`src/rtl/addr_mode1_operand_seq_if.sv`:
```
// Operand-sequencer bus bundle: upstream decode handshake, shared RF read port,
// and downstream shifter/ALU handoff.
//   master : the sequencer (drives in_ready, rf_ren/rf_raddr, out_valid and payload)
//   slave  : the environment (decode, register file, shifter/ALU stage)
interface addr_mode1_operand_seq_if;
  localparam int unsigned XLEN = 32;
  localparam int unsigned FLW  = 8;
  localparam int unsigned RAW  = 4;

  logic            in_valid;
  logic            in_ready;
  logic [XLEN-1:0] in_IR;
  logic [FLW-1:0]  in_flags;

  logic            rf_ren;
  logic [RAW-1:0]  rf_raddr;
  logic            rf_gnt;
  logic [XLEN-1:0] rf_rdata;

  logic            out_valid;
  logic            out_ready;
  logic [XLEN-1:0] sh_IR;
  logic [FLW-1:0]  sh_flags;
  logic [XLEN-1:0] sh_Rm_data;
  logic [7:0]      sh_Rs_LSB;
  logic [XLEN-1:0] out_Rn_data;

  modport master (
    input  in_valid, in_IR, in_flags, rf_gnt, rf_rdata, out_ready,
    output in_ready, rf_ren, rf_raddr, out_valid,
           sh_IR, sh_flags, sh_Rm_data, sh_Rs_LSB, out_Rn_data
  );

  modport slave (
    output in_valid, in_IR, in_flags, rf_gnt, rf_rdata, out_ready,
    input  in_ready, rf_ren, rf_raddr, out_valid,
           sh_IR, sh_flags, sh_Rm_data, sh_Rs_LSB, out_Rn_data
  );
endinterface

```
`src/rtl/addr_mode1_operand_seq.sv`:
```
// Operand fetch sequencer for the addressing-mode-1 / load-store shifter stage.
// Accepts one decoded instruction, reads Rn -> Rm -> Rs (only those needed)
// over a single shared RF read port, then hands IR/flags/Rm/Rs[7:0] to the
// shifter and Rn to the ALU stage.
// Ports:
//   clk    : clock, all state on rising edge
//   rst    : synchronous active-high reset
//   flush  : synchronous abort of the in-flight instruction
//   bus    : addr_mode1_operand_seq_if.master (decode in, RF port, operand out)
module addr_mode1_operand_seq #(
  parameter bit SKIP_RN_MOV = 1'b1
) (
  input  logic                       clk,
  input  logic                       rst,
  input  logic                       flush,
  addr_mode1_operand_seq_if.master   bus
);

  localparam int unsigned XLEN = 32;
  localparam int unsigned FLW  = 8;
  localparam int unsigned RAW  = 4;

  typedef enum logic [2:0] {S_IDLE, S_RN, S_RM, S_RS, S_DRAIN, S_OUT} state_t;
  typedef enum logic [1:0] {P_NONE, P_RN, P_RM, P_RS} pend_t;

  state_t          r_state, w_state_nxt;
  pend_t           r_pend,  w_pend_nxt;
  logic            r_out_valid;
  logic            r_rf_ren;
  logic [RAW-1:0]  r_rf_raddr;
  logic [XLEN-1:0] r_sh_IR;
  logic [FLW-1:0]  r_sh_flags;
  logic [XLEN-1:0] r_sh_Rm_data;
  logic [7:0]      r_sh_Rs_LSB;
  logic [XLEN-1:0] r_out_Rn_data;

  logic            w_accept;
  logic [3:0]      w_opc;
  logic [RAW-1:0]  w_rn_addr, w_rm_addr, w_rs_addr;
  logic [5:0]      w_cls;
  logic            w_is_dp, w_is_mov;
  logic            w_need_rn, w_need_rm, w_need_rs;
  logic            w_ren_nxt;
  logic [RAW-1:0]  w_raddr_nxt;

  assign bus.in_ready = (r_state == S_IDLE) && !rst && !flush;
  assign w_accept     = bus.in_valid && bus.in_ready;

  // Instruction fields come straight from the input in the accept cycle, else from the latched copy.
  assign w_opc     = w_accept ? bus.in_IR[24:21] : r_sh_IR[24:21];
  assign w_rn_addr = w_accept ? bus.in_IR[19:16] : r_sh_IR[19:16];
  assign w_rm_addr = w_accept ? bus.in_IR[3:0]   : r_sh_IR[3:0];
  assign w_rs_addr = w_accept ? bus.in_IR[11:8]  : r_sh_IR[11:8];
  // {is_DPI, is_DPIS, is_DPRS, is_LSHSBSO, is_BL, is_pass_thru}
  assign w_cls     = w_accept ? {bus.in_flags[7:5], bus.in_flags[2:0]}
                              : {r_sh_flags[7:5],   r_sh_flags[2:0]};

  assign w_is_dp   = |w_cls[5:3];
  assign w_is_mov  = (w_opc == 4'b1101) || (w_opc == 4'b1111);
  assign w_need_rn = !w_cls[1] && !w_cls[0] && !(SKIP_RN_MOV && w_is_dp && w_is_mov);
  assign w_need_rm = w_cls[4] | w_cls[3] | w_cls[2] | w_cls[0];
  assign w_need_rs = w_cls[3];

  // Next state, pending-capture tag and next RF request.
  always_comb begin
    w_state_nxt = r_state;
    w_pend_nxt  = P_NONE;
    w_ren_nxt   = 1'b0;
    w_raddr_nxt = r_rf_raddr;
    case (r_state)
      S_IDLE: begin
        if (w_accept) begin
          if (w_need_rn)      w_state_nxt = S_RN;
          else if (w_need_rm) w_state_nxt = S_RM;
          else if (w_need_rs) w_state_nxt = S_RS;
          else                w_state_nxt = S_OUT;
        end
      end
      S_RN: begin
        if (bus.rf_gnt) begin
          w_pend_nxt = P_RN;
          if (w_need_rm)      w_state_nxt = S_RM;
          else if (w_need_rs) w_state_nxt = S_RS;
          else                w_state_nxt = S_DRAIN;
        end
      end
      S_RM: begin
        if (bus.rf_gnt) begin
          w_pend_nxt  = P_RM;
          w_state_nxt = w_need_rs ? S_RS : S_DRAIN;
        end
      end
      S_RS: begin
        if (bus.rf_gnt) begin
          w_pend_nxt  = P_RS;
          w_state_nxt = S_DRAIN;
        end
      end
      S_DRAIN: w_state_nxt = S_OUT;
      S_OUT:   if (bus.out_ready) w_state_nxt = S_IDLE;
      default: w_state_nxt = S_IDLE;
    endcase
    if (flush) begin
      w_state_nxt = S_IDLE;
      w_pend_nxt  = P_NONE;
    end
    case (w_state_nxt)
      S_RN:    begin w_ren_nxt = 1'b1; w_raddr_nxt = w_rn_addr; end
      S_RM:    begin w_ren_nxt = 1'b1; w_raddr_nxt = w_rm_addr; end
      S_RS:    begin w_ren_nxt = 1'b1; w_raddr_nxt = w_rs_addr; end
      default: ;
    endcase
  end

  // State register.
  always_ff @(posedge clk) begin
    if (rst) begin
      r_state <= S_IDLE;
      r_pend  <= P_NONE;
    end else begin
      r_state <= w_state_nxt;
      r_pend  <= w_pend_nxt;
    end
  end

  // Registered outputs; RF data lands the cycle after its grant, overlapping the next request.
  always_ff @(posedge clk) begin
    if (rst) begin
      r_out_valid   <= 1'b0;
      r_rf_ren      <= 1'b0;
      r_rf_raddr    <= '0;
      r_sh_IR       <= '0;
      r_sh_flags    <= '0;
      r_sh_Rm_data  <= '0;
      r_sh_Rs_LSB   <= '0;
      r_out_Rn_data <= '0;
    end else begin
      r_out_valid <= (w_state_nxt == S_OUT);
      r_rf_ren    <= w_ren_nxt;
      r_rf_raddr  <= w_raddr_nxt;
      if (w_accept) begin
        r_sh_IR    <= bus.in_IR;
        r_sh_flags <= bus.in_flags;
      end
      case (r_pend)
        P_RN:    r_out_Rn_data <= bus.rf_rdata;
        P_RM:    r_sh_Rm_data  <= bus.rf_rdata;
        P_RS:    r_sh_Rs_LSB   <= bus.rf_rdata[7:0];
        default: ;
      endcase
    end
  end

  assign bus.out_valid   = r_out_valid;
  assign bus.rf_ren      = r_rf_ren;
  assign bus.rf_raddr    = r_rf_raddr;
  assign bus.sh_IR       = r_sh_IR;
  assign bus.sh_flags    = r_sh_flags;
  assign bus.sh_Rm_data  = r_sh_Rm_data;
  assign bus.sh_Rs_LSB   = r_sh_Rs_LSB;
  assign bus.out_Rn_data = r_out_Rn_data;

  // A stalled request must keep its address; a stalled handoff must keep its payload.
  a_raddr_hold: assert property (@(posedge clk) disable iff (rst)
    (bus.rf_ren && !bus.rf_gnt) |=> $stable(bus.rf_raddr));
  a_out_hold: assert property (@(posedge clk) disable iff (rst)
    (bus.out_valid && !bus.out_ready) |=>
      $stable({bus.sh_IR, bus.sh_flags, bus.sh_Rm_data, bus.sh_Rs_LSB, bus.out_Rn_data}));

endmodule

```
`src/flat_wrapper.sv`:
```
// flat-port wrapper written by rule: the top's interface ports become plain ports
module addr_mode1_operand_seq_flat 
#(
  parameter bit SKIP_RN_MOV = 1'b1
)
  (clk, rst, flush, bus_in_valid, bus_in_IR, bus_in_flags, bus_rf_gnt, bus_rf_rdata, bus_out_ready, bus_in_ready, bus_rf_ren, bus_rf_raddr, bus_out_valid, bus_sh_IR, bus_sh_flags, bus_sh_Rm_data, bus_sh_Rs_LSB, bus_out_Rn_data);
  addr_mode1_operand_seq_if bus_i ();
  input  logic clk;
  input  logic rst;
  input  logic flush;
  input wire logic [$bits(bus_i.in_valid)-1:0] bus_in_valid;
  input wire logic [$bits(bus_i.in_IR)-1:0] bus_in_IR;
  input wire logic [$bits(bus_i.in_flags)-1:0] bus_in_flags;
  input wire logic [$bits(bus_i.rf_gnt)-1:0] bus_rf_gnt;
  input wire logic [$bits(bus_i.rf_rdata)-1:0] bus_rf_rdata;
  input wire logic [$bits(bus_i.out_ready)-1:0] bus_out_ready;
  output wire logic [$bits(bus_i.in_ready)-1:0] bus_in_ready;
  output wire logic [$bits(bus_i.rf_ren)-1:0] bus_rf_ren;
  output wire logic [$bits(bus_i.rf_raddr)-1:0] bus_rf_raddr;
  output wire logic [$bits(bus_i.out_valid)-1:0] bus_out_valid;
  output wire logic [$bits(bus_i.sh_IR)-1:0] bus_sh_IR;
  output wire logic [$bits(bus_i.sh_flags)-1:0] bus_sh_flags;
  output wire logic [$bits(bus_i.sh_Rm_data)-1:0] bus_sh_Rm_data;
  output wire logic [$bits(bus_i.sh_Rs_LSB)-1:0] bus_sh_Rs_LSB;
  output wire logic [$bits(bus_i.out_Rn_data)-1:0] bus_out_Rn_data;
  assign bus_i.in_valid = bus_in_valid;
  assign bus_i.in_IR = bus_in_IR;
  assign bus_i.in_flags = bus_in_flags;
  assign bus_i.rf_gnt = bus_rf_gnt;
  assign bus_i.rf_rdata = bus_rf_rdata;
  assign bus_i.out_ready = bus_out_ready;
  assign bus_in_ready = bus_i.in_ready;
  assign bus_rf_ren = bus_i.rf_ren;
  assign bus_rf_raddr = bus_i.rf_raddr;
  assign bus_out_valid = bus_i.out_valid;
  assign bus_sh_IR = bus_i.sh_IR;
  assign bus_sh_flags = bus_i.sh_flags;
  assign bus_sh_Rm_data = bus_i.sh_Rm_data;
  assign bus_sh_Rs_LSB = bus_i.sh_Rs_LSB;
  assign bus_out_Rn_data = bus_i.out_Rn_data;
  addr_mode1_operand_seq #(.SKIP_RN_MOV(SKIP_RN_MOV)) u_core (.clk(clk), .rst(rst), .flush(flush), .bus(bus_i));
endmodule
```
`config.mk`:
```
export PLATFORM = sky130hd
export DESIGN_NAME = addr_mode1_operand_seq_flat
export DESIGN_NICKNAME = d
export VERILOG_FILES = /design/src/rtl/addr_mode1_operand_seq_if.sv /design/src/rtl/addr_mode1_operand_seq.sv /design/src/flat_wrapper.sv
export SDC_FILE = /design/constraint.sdc
export NUM_CORES = 1
export LEC_CHECK = 0
export CORE_MARGIN = 8
export CORE_UTILIZATION = 38
export CTS_CLUSTER_DIAMETER = 30
export DETAILED_ROUTE_END_ITERATION = 7
export GPL_TIMING_DRIVEN = 0
export HOLD_SLACK_MARGIN = 0.03
export PLACE_DENSITY = 0.74
export SLEW_MARGIN = 40
export SYNTH_ARGS = -nofsm -noshare
export SYNTH_HDL_FRONTEND = slang
export SYNTH_SLANG_ARGS = --single-unit
```
`constraint.sdc`:
```
create_clock -name clk -period 2.5 [get_ports clk]
set_clock_uncertainty 0.15 [all_clocks]
set_input_delay 0.75 -clock clk [delete_from_list [all_inputs] [get_ports clk]]
set_output_delay 0.75 -clock clk [all_outputs]
set_load 0.05 [all_outputs]
```
== Word-level counts from Yosys, hierarchy flattened ==
Cells that the tools add are included.

* Logic and storage cells: 67
* Register bits: 123
* Output and inout bits: 119
* Input bits: 78

* Eq/ne operators: 14
* Muxes and demuxes: 23
* Bitwise logic cells: 3
* Reductions and logical operators: 17

{| class="wikitable"
|+ Operators by type and width
! operator !! count
|-
| $mux W3 || 11
|-
| $pmux W3 S6 || 1
|-
| $mux W4 || 4
|-
| $eq A3 B2 Y1 const B || 4
|-
| $pmux W4 S3 || 1
|-
| $eq A3 B3 Y1 const B || 3
|-
| $eq A4 B4 Y1 const B || 2
|-
| $eq A3 B1 Y1 const B || 2
|-
| $logic_and A1 B1 Y1 || 6
|-
| $mux W6 || 1
|-
| $pmux W2 S3 || 1
|-
| $reduce_or A3 Y1 || 2
|-
| $logic_not A1 Y1 || 5
|-
| $eq A2 B2 Y1 const B || 2
|-
| $mux W2 || 2
|-
| $logic_not A3 Y1 || 1
|-
| $or A1 B1 Y1 || 3
|-
| $reduce_bool A3 Y1 || 1
|-
| $eq A2 B1 Y1 const B || 1
|-
| $mux W1 || 2
|-
| $reduce_or A2 Y1 || 1
|-
| $logic_or A1 B1 Y1 || 1
|}

== Depth between registers and ports, before layout ==
Gate-level depths: netlist (run 1).

* Word-level depth: 17
* Depth in mapped cells: 10
* Mapped depth without buffers: 7

== Worst setup path before layout (run 1) ==
No wires, ideal clock.

* Kind: input -> register
* From: input port rst
* To: register u_core.r_rf_raddr[0], in the netlist u_core.bus.rf_raddr[0]
* Slack: -0.137 ns
* Data arrival time: 2.368 ns
* Required time: 2.230 ns
* Path buffers: 3
* Stages on the path: 10
* Setup time: 0.120 ns
* Cell sequence: clkbuf_1 nor2_2 and3_1 buf_4 a31oi_4 o221a_1 buf_6 nor3b_4 nor4b_1 a211o_1

* Longest elaborated chain between the ends: 16
* Elaborated cells between the ends (all ways): 37
* Classes of those cells: eq/ne (5); mux (16); bitwise (3); reduce/logical (13)

{| class="wikitable"
|+ RTL lines
! item !! line !! text
|-
| from (decl) || flat_wrapper.sv:9 || <nowiki>input logic rst;</nowiki>
|-
| $logic_not A1 Y1 || addr_mode1_operand_seq.sv:46 || <nowiki>assign bus.in_ready = (r_state == S_IDLE) && !rst && !flush;</nowiki>
|-
| $logic_and A1 B1 Y1 (2 in series) || addr_mode1_operand_seq.sv:46 ||
|-
| $logic_and A1 B1 Y1 || addr_mode1_operand_seq.sv:47 || <nowiki>assign w_accept = bus.in_valid && bus.in_ready;</nowiki>
|-
| $mux W4 || addr_mode1_operand_seq.sv:50 || <nowiki>assign w_opc = w_accept ? bus.in_IR[24:21] : r_sh_IR[24:21];</nowiki>
|-
| $eq A4 B4 Y1 || addr_mode1_operand_seq.sv:59 || <nowiki>assign w_is_mov = (w_opc == 4'b1101) || (w_opc == 4'b1111);</nowiki>
|-
| $logic_or A1 B1 Y1 || addr_mode1_operand_seq.sv:59 ||
|-
| $logic_and A1 B1 Y1 || addr_mode1_operand_seq.sv:60 || <nowiki>assign w_need_rn = !w_cls[1] && !w_cls[0] && !(SKIP_RN_MOV && w_is_dp && w_is_mov);</nowiki>
|-
| $logic_not A1 Y1 || addr_mode1_operand_seq.sv:60 ||
|-
| $logic_and A1 B1 Y1 || addr_mode1_operand_seq.sv:60 ||
|-
| $mux W3 || addr_mode1_operand_seq.sv:73 || <nowiki>if (w_need_rn) w_state_nxt = S_RN;</nowiki>
|-
| $mux W3 || addr_mode1_operand_seq.sv:72 || <nowiki>if (w_accept) begin</nowiki>
|-
| $pmux W3 S6 || addr_mode1_operand_seq.sv:70 || <nowiki>case (r_state)</nowiki>
|-
| $mux W3 || addr_mode1_operand_seq.sv:103 || <nowiki>if (flush) begin</nowiki>
|-
| $eq A3 B2 Y1 / $eq A3 B1 Y1 (equally long branches) || addr_mode1_operand_seq.sv:107 || <nowiki>case (w_state_nxt)</nowiki>
|-
| $pmux W4 S3 / $reduce_bool A3 Y1 (equally long branches) || -- ||
|-
| to (signal assigned) || addr_mode1_operand_seq.sv:140 || <nowiki>r_rf_raddr <= w_raddr_nxt;</nowiki>
|-
| to (decl) || addr_mode1_operand_seq.sv:30 || <nowiki>logic [RAW-1:0] r_rf_raddr;</nowiki>
|}

Parallel ways exist; a longest one is shown, timed or not.
A chain may end at the register's enable or synchronous reset.

== Final worst setup path (run 1) ==
* From: register u_core.r_sh_Rm_data[18], in the netlist u_core.bus.sh_Rm_data[18]
* To: output port bus_sh_Rm_data[18]

{| class="wikitable"
|+ RTL lines
! item !! line !! text
|-
| from (decl) || addr_mode1_operand_seq.sv:33 || <nowiki>logic [XLEN-1:0] r_sh_Rm_data;</nowiki>
|-
| from (signal assigned) || addr_mode1_operand_seq.sv:147 || <nowiki>P_RM: r_sh_Rm_data <= bus.rf_rdata;</nowiki>
|-
| to (decl) || flat_wrapper.sv:23 || <nowiki>output wire logic [$bits(bus_i.sh_Rm_data)-1:0] bus_sh_Rm_data;</nowiki>
|}

No word-level cell between the ends.

==> impl_metrics.env, run 1 <==
export IMPL_dr_first_iter_drc_count=283
export IMPL_synth_edff_count=0
export IMPL_crit_path_end_kind="output pin"
export IMPL_core_area_um2=11800
export IMPL_synthTopCellsByCount="208 x nand2_1, 123 x dfxtp_1, 108 x a21oi_1, 25 x clkbuf_1, 15 x nand3_1"
export IMPL_wl_per_cell_um=16.3
export IMPL_ir_drop_mv=0.404
export IMPL_status="finished, final reports clean"
export IMPL_port_buffers=195
export IMPL_placed_area_um2=6700
export IMPL_ys_async_sr_fraction_pct=0
export IMPL_syn_avg_cell_area_um2=8.07
export IMPL_io_pins=197
export IMPL_vias_per_cell=4.90
export IMPL_worst_slew_pin_slew_ns=0.653
export IMPL_fin_crit_sh_pct=99.1
export IMPL_layout_drive_gt1_share_pct=6.85
export IMPL_multi_input_area_um2=1930
export IMPL_cts_root_buf="clkbuf_16"
export IMPL_overflow=0
export IMPL_ys_seq_elements=123
export IMPL_post_dp_hpwl_mm=11.6
export IMPL_fin_crit_ns=2.48
export IMPL_cts_tree="done"
export IMPL_nets=854
export IMPL_crit_arrival_ns=1.58
export IMPL_crit_path_top_delay_cell="clkdlybuf4s50_1"
export IMPL_fin_area_um2=7470
export IMPL_seq_area_um2=2460
export IMPL_clkTransAtPathRegs_ns=0.05
export IMPL_h_tree_depth=4
export IMPL_syn2layout_area_growth_pct=65.4
export IMPL_antenna_left=0
export IMPL_cap_violations=0
export IMPL_critical_path_max_fanout=2
export IMPL_synth_flop_cell="dfxtp_1"
export IMPL_cts_buffer_depth=2
export IMPL_hold_path_class="reg -> reg"
export IMPL_layout_cells_non_filler=936
export IMPL_netlist_area_um2=4520
export IMPL_crit_type="reg -> out"
export IMPL_crit_chain="clkdlybuf4s50_1"
export IMPL_rows=40
export IMPL_routed_wl_mm=15.2
export IMPL_vias=4586
export IMPL_cts_sinks=123
export IMPL_path_delay_family="buffers and inverters"
export IMPL_worst_path_largest_cell_delay_ns=0.83
export IMPL_path_buf_inv=1
export IMPL_synthCells=560
export IMPL_postCtsHoldBufs=0
export IMPL_yosysTopAreaCell="dfxtp_1"
export IMPL_grt_pass1_vias=4707
export IMPL_postSynthNetCount=638
export IMPL_grt_pass1_wl_mm=24.1
export IMPL_grt_max_degree=17
export IMPL_powerDensity_nw_per_um2=660
export IMPL_ys_top_cells_by_area="dfxtp_1 54%, nand2_1 17%, a21oi_1 12%"
export IMPL_hold_violations=0
export IMPL_fmax_mhz=404
export IMPL_yosysUniqueCellTypes=33
export IMPL_drcViolationCount=0
export IMPL_fp_dieW_um=125
export IMPL_place_congestion=0.792
export IMPL_place_inst=902
export IMPL_cp_required_ns=1.60
export IMPL_yosysSeqAreaShare_pct=54.5
export IMPL_final_max_slew_violation_count=0
export IMPL_grt_use_total_pct=19.1
export IMPL_setup_viol=0
export IMPL_cts_buffers=17
export IMPL_synth_top_cell_area_share_pct=54.5
export IMPL_die_h_um=125
export IMPL_rsz0062_at_grt="false"
export IMPL_clk_latency_ns=0.41
export IMPL_crit_path_start_kind="register"
export IMPL_start_util_pct=38.3
export IMPL_dieArea_um2=15600
export IMPL_synth_yosys_warnings=0
export IMPL_antenna_found_initial=1
export IMPL_relSlewSlack_pct=56.5
export IMPL_yosysMostFrequentCell="nand2_1"
export IMPL_p_leak_nw=3.54
export IMPL_fill_cells=1023
export IMPL_first_pass_iters=5
==> registers in the layout (all words and copies together), names as in the netlist <==
register and flops:
u_core.bus.out_Rn_data 32, u_core.bus.out_valid 1, u_core.bus.rf_raddr 4, u_core.bus.rf_ren 1, u_core.bus.sh_IR 32, u_core.bus.sh_Rm_data 32, u_core.bus.sh_Rs_LSB 8, u_core.bus.sh_flags 8
u_core.r_pend 2, u_core.r_state 3
==> power breakdown <==
group          leakage [nW]  internal, W  total [W]  switching, W
registers             0.993      0.00199    0.00200     0.0000138
logic                  2.25     0.000196   0.000434      0.000238
clock network         0.297      0.00168    0.00250      0.000822
total                  3.54      0.00386    0.00493       0.00107
==> cells in the final DEF (no fill, tap or decap), types with 2 or more instances in the layout <==
cell             netlist  routed
nor3_1                 4       3
dlygate4sd2_1          0      15
mux2i_1               13      13
nand2_1              208     208
nand2b_1               7       7
and3_1                 3       2
inv_1                  2       2
dfxtp_1              123     123
clkbuf_16              0      18
buf_2                  3       2
clkdlybuf4s50_1        0     129
clkbuf_2               0       4
a211oi_2               0       2
nor2_1                11      11
dlymetal6s2s_1         0      49
a21oi_1              108     108
a211o_1                2       2
nor2b_1                3       3
bufinv_16              0       4
buf_6                  2       5
o221ai_1               3       3
clkbuf_1              25      26
nand3_1               15      14
buf_1                  9       8
clkinv_2               0       5
==> cells by family after synthesis <==
family	count (synthesis)	synth area share, %
and+or+nand+nor	261	24.1
DFF	123	54.5
AOI/OAI and AO/OA	121	14.6
muxes	13	2.88
buffers and inverters	42	3.99
==> final timing paths <==
path                                                start                                 endpoint  slack (ns)  cells past startpoint
setup / recovery   u_core.bus.sh_Rm_data[18]$_SDFFE_PP0N_                       bus_sh_Rm_data[18]        0.02                      1
hold / removal    u_core.bus.out_Rn_data[31]$_SDFFE_PP0N_  u_core.bus.out_Rn_data[31]$_SDFFE_PP0N_        0.30                      2
setup reg to reg             u_core.r_state[1]$_SDFF_PP0_      u_core.bus.rf_raddr[0]$_SDFFE_PP0P_        0.16                     11
hold reg to reg   u_core.bus.out_Rn_data[31]$_SDFFE_PP0N_  u_core.bus.out_Rn_data[31]$_SDFFE_PP0N_        0.30                      2
==> layout make-up <==
type | instances | area share, %
clock inverters | 9 | 1.94
plain buffers | 40 | 2.73
well taps | 147 | 2.46
diodes | 1 | 0.0335
repair buffers | 197 | 27.9
multi-input cells | 395 | 25.8
flip-flops and latches | 123 | 32.9
inverters | 2 | 0.100
clock buffers | 22 | 6.08
==> metrics by stage <==
| stage | setup WS [ns] | total power (W) | hold slack [ns] | utilization [%] | setup TNS [ns] |
|---|---|---|---|---|---|
| final | 0.0223 | 0.00493 | 0.299 | 63.3 | 0 |
| after global routing | 0.000356 | 0.00509 | 0.319 | 63.3 | 0 |
| after CTS | 0.00145 | 0.00497 | 0.304 | 61.9 | 0 |
| after detailed placement | -0.784 | 0.00247 | 0.298 | 56.7 | -23.95 |
| after global placement | -0.803 | 0.00246 | 0.292 | 56.7 | -22.44 |
| after floorplan | -0.0328 | 0.00224 | 0.367 | - | -0.125 |
==> routing by layer <==
metal	GRT usage [%]	vias to the layer above	share of wire (%)
li1	-	2280	-
met1	19.7	2119	41
met2	34.1	162	50
met3	7.78	25	7.4
met4	7.52	0	1.7
met5	0	-	0
==> tightest hold or removal path, cell delays in order (launching register included) <==
cell and delay (ns):
dfxtp_1 0.30, nand2_1 0.05, a21oi_1 0.05
==> timing repair <==
item	CTS	global route
cloned	0	0
setup endpoints to repair	47	72
gates resized for setup	26	64
buffers inserted	2	0
pin swaps	1	3
Power figures use the tool's default switching activity.
==> inputs of run 2 (changes only) <==
CORE_UTILIZATION = 42   (was 38)
PLACE_DENSITY = 0.78   (was 0.74)
clock period = 2.51 ns   (was 2.5 ns; I/O delays follow)
==> run 2 against run 1 <==
Effect of this change:
- worst setup slack improved by 0.025 ns
- highest routed layer unchanged
- design area decreased by 5.1%
- combinational power decreased by 5.8%
==> impl_metrics.env, run 2 (synthesized netlist as in run 1, its figures left out) <==
export IMPL_io_pins=197
export IMPL_min_from="u_core.bus.out_Rn_data[11]$_SDFFE_PP0N_"
export IMPL_fin_area_um2=7100
export IMPL_cts_sinks=123
export IMPL_place_congestion=0.863
export IMPL_finalPower_w=0.00457
export IMPL_crit_path_top_delay_cell="clkdlybuf4s50_1"
export IMPL_grt_pass1_vias=4560
export IMPL_final_common_cell="nand2_1"
export IMPL_crit_chain="clkdlybuf4s50_1 > and3_4 > buf_6 > a31oi_4 > o221a_1 > buf_6 > nor3b_4 > buf_4 > nand3_1 > o221ai_1"
export IMPL_fmax_mhz=406
export IMPL_antenna_found_initial=1
export IMPL_final_cell_mix="208 x nand2_1, 123 x dfxtp_1, 119 x dlygate4sd2_1"
export IMPL_port_buffers=195
export IMPL_dr_first_iter_drc_count=188
export IMPL_grt_max_degree=17
export IMPL_syn2layout_area_growth_pct=57.0
export IMPL_place_inst=895
export IMPL_path_buf_inv=4
export IMPL_cap_violations=0
export IMPL_layout_drive_gt1_share_pct=5.84
export IMPL_vias=4561
export IMPL_worstSetupStartpoint="bus_in_valid"
export IMPL_p_leak_nw=3.11
export IMPL_fin_setup_tns_ns=0
export IMPL_relSlewSlack_pct=60.0
export IMPL_fin_crit_sh_pct=98.1
export IMPL_hold_path_class="reg -> reg"
export IMPL_ir_drop_mv=0.380
export IMPL_critical_path_max_fanout=8
export IMPL_rr_startpoint="u_core.r_state[1]$_SDFF_PP0_"
export IMPL_status="finished, final reports clean"
export IMPL_path_delay_family="buffers and inverters"
export IMPL_post_dp_hpwl_mm=11.4
export IMPL_crit_type="in -> reg"
export IMPL_final_max_slew_violation_count=0
export IMPL_drcViolationCount=0
export IMPL_cts_buffers=17
export IMPL_dieArea_um2=14300
export IMPL_layout_cells_non_filler=928
export IMPL_antenna_left=0
export IMPL_powerDensity_nw_per_um2=644
export IMPL_grt_use_total_pct=20.4
export IMPL_cts_buffer_depth=2
export IMPL_clk_latency_ns=0.52
export IMPL_rows=38
export IMPL_crit_path_start_kind="input pin"
export IMPL_fin_crit_ns=2.46
export IMPL_grt_pass1_wl_mm=23.6
export IMPL_die_h_um=120
export IMPL_clkTransAtPathRegs_ns=0.06
export IMPL_start_util_pct=42.4
export IMPL_routed_wl_mm=14.8
export IMPL_rsz0062_at_grt="true"
export IMPL_hold_violations=0
export IMPL_wl_per_cell_um=15.9
export IMPL_fp_dieW_um=120
export IMPL_placed_area_um2=6690
export IMPL_first_pass_iters=4
export IMPL_overflow=0
export IMPL_worst_path_largest_cell_delay_ns=0.50
export IMPL_h_tree_depth=4
export IMPL_crit_path_end_kind="register"
export IMPL_setup_viol=0
export IMPL_crit_top_cell="buf_6"
export IMPL_cp_required_ns=2.79
export IMPL_cts_root_buf="clkbuf_8"
export IMPL_nets=853
export IMPL_core_area_um2=10700
export IMPL_vias_per_cell=4.91
export IMPL_worst_slew_pin_slew_ns=0.599
export IMPL_cts_tree="done"
export IMPL_crit_arrival_ns=2.75
-- run 2: area by class of cell --
class	count	area [µm²]
inverter	2	7.51
antenna	1	2.50
clock inverter	8	70.1
fill	938	3550
tap	140	175
buffer	39	194
multi-input combinational	395	1910
clock buffer	23	457
timing repair buffer	197	1820
sequential	123	2460
-- run 2: routing by layer --
layer	routed length (µm)	GRT usage, %	up-vias	part of all wire (%)
met5	0	0	-	0
met4	170	7.65	0	1.2
met1	6190	22.6	2115	42
met2	7210	34.6	142	49
met3	1190	7.98	15	8.0
li1	-	-	2289	-
-- run 2: worst reg2reg max path: cells and delay by family (launching register included) --
kind | cells | cell delay [ns]
AND/OR/NAND/NOR | 4 | 0.91
AO/OA/AOI/OAI | 2 | 0.47
buffers and inverters | 3 | 0.46
flip-flops | 1 | 0.31
-- run 2: final timing paths --
path                                                                end  slack [ns]  depth (start not counted)
worst min-delay path            u_core.bus.out_Rn_data[11]$_SDFFE_PP0N_        0.30                          2
worst min register to register  u_core.bus.out_Rn_data[11]$_SDFFE_PP0N_        0.30                          2
worst max-delay path                u_core.bus.rf_raddr[3]$_SDFFE_PP0P_        0.05                         10
worst max register to register      u_core.bus.rf_raddr[3]$_SDFFE_PP0P_        0.14                          9
-- run 2: what timing repair did --
item                                    4_1_cts  5_1_grt
endpoints found under the setup margin      144       26
pin swaps                                     1        1
hold buffers                                  0        0
buffers inserted                              1        1
gates resized for setup                     126        5
hold endpoints to repair                      0        0
-- run 2: metrics by stage --
step,hold WS (ns),util (%),setup slack (ns)
after floorplan,0.367,-,-0.0258
after global placement,0.292,62.8,-0.809
after detailed placement,0.295,62.8,-0.794
after CTS,0.279,66.4,0.00669
after global routing,0.286,66.6,-0.0499
final,0.300,66.6,0.0477
-- run 2: power breakdown --
group	internal, W	total [W]	leakage (nW)	switching [W]
clock	0.00135	0.00217	0.257	0.000824
combinational	0.000178	0.000409	1.86	0.000231
sequential	0.00198	0.00199	0.993	0.0000131
total	0.00351	0.00457	3.11	0.00107
==> inputs of run 3 (changes only) <==
SLEW_MARGIN = default   (was 40)
==> results of run 3 <==
No change in the layout: final DEF, timing and power equal those of run 2.
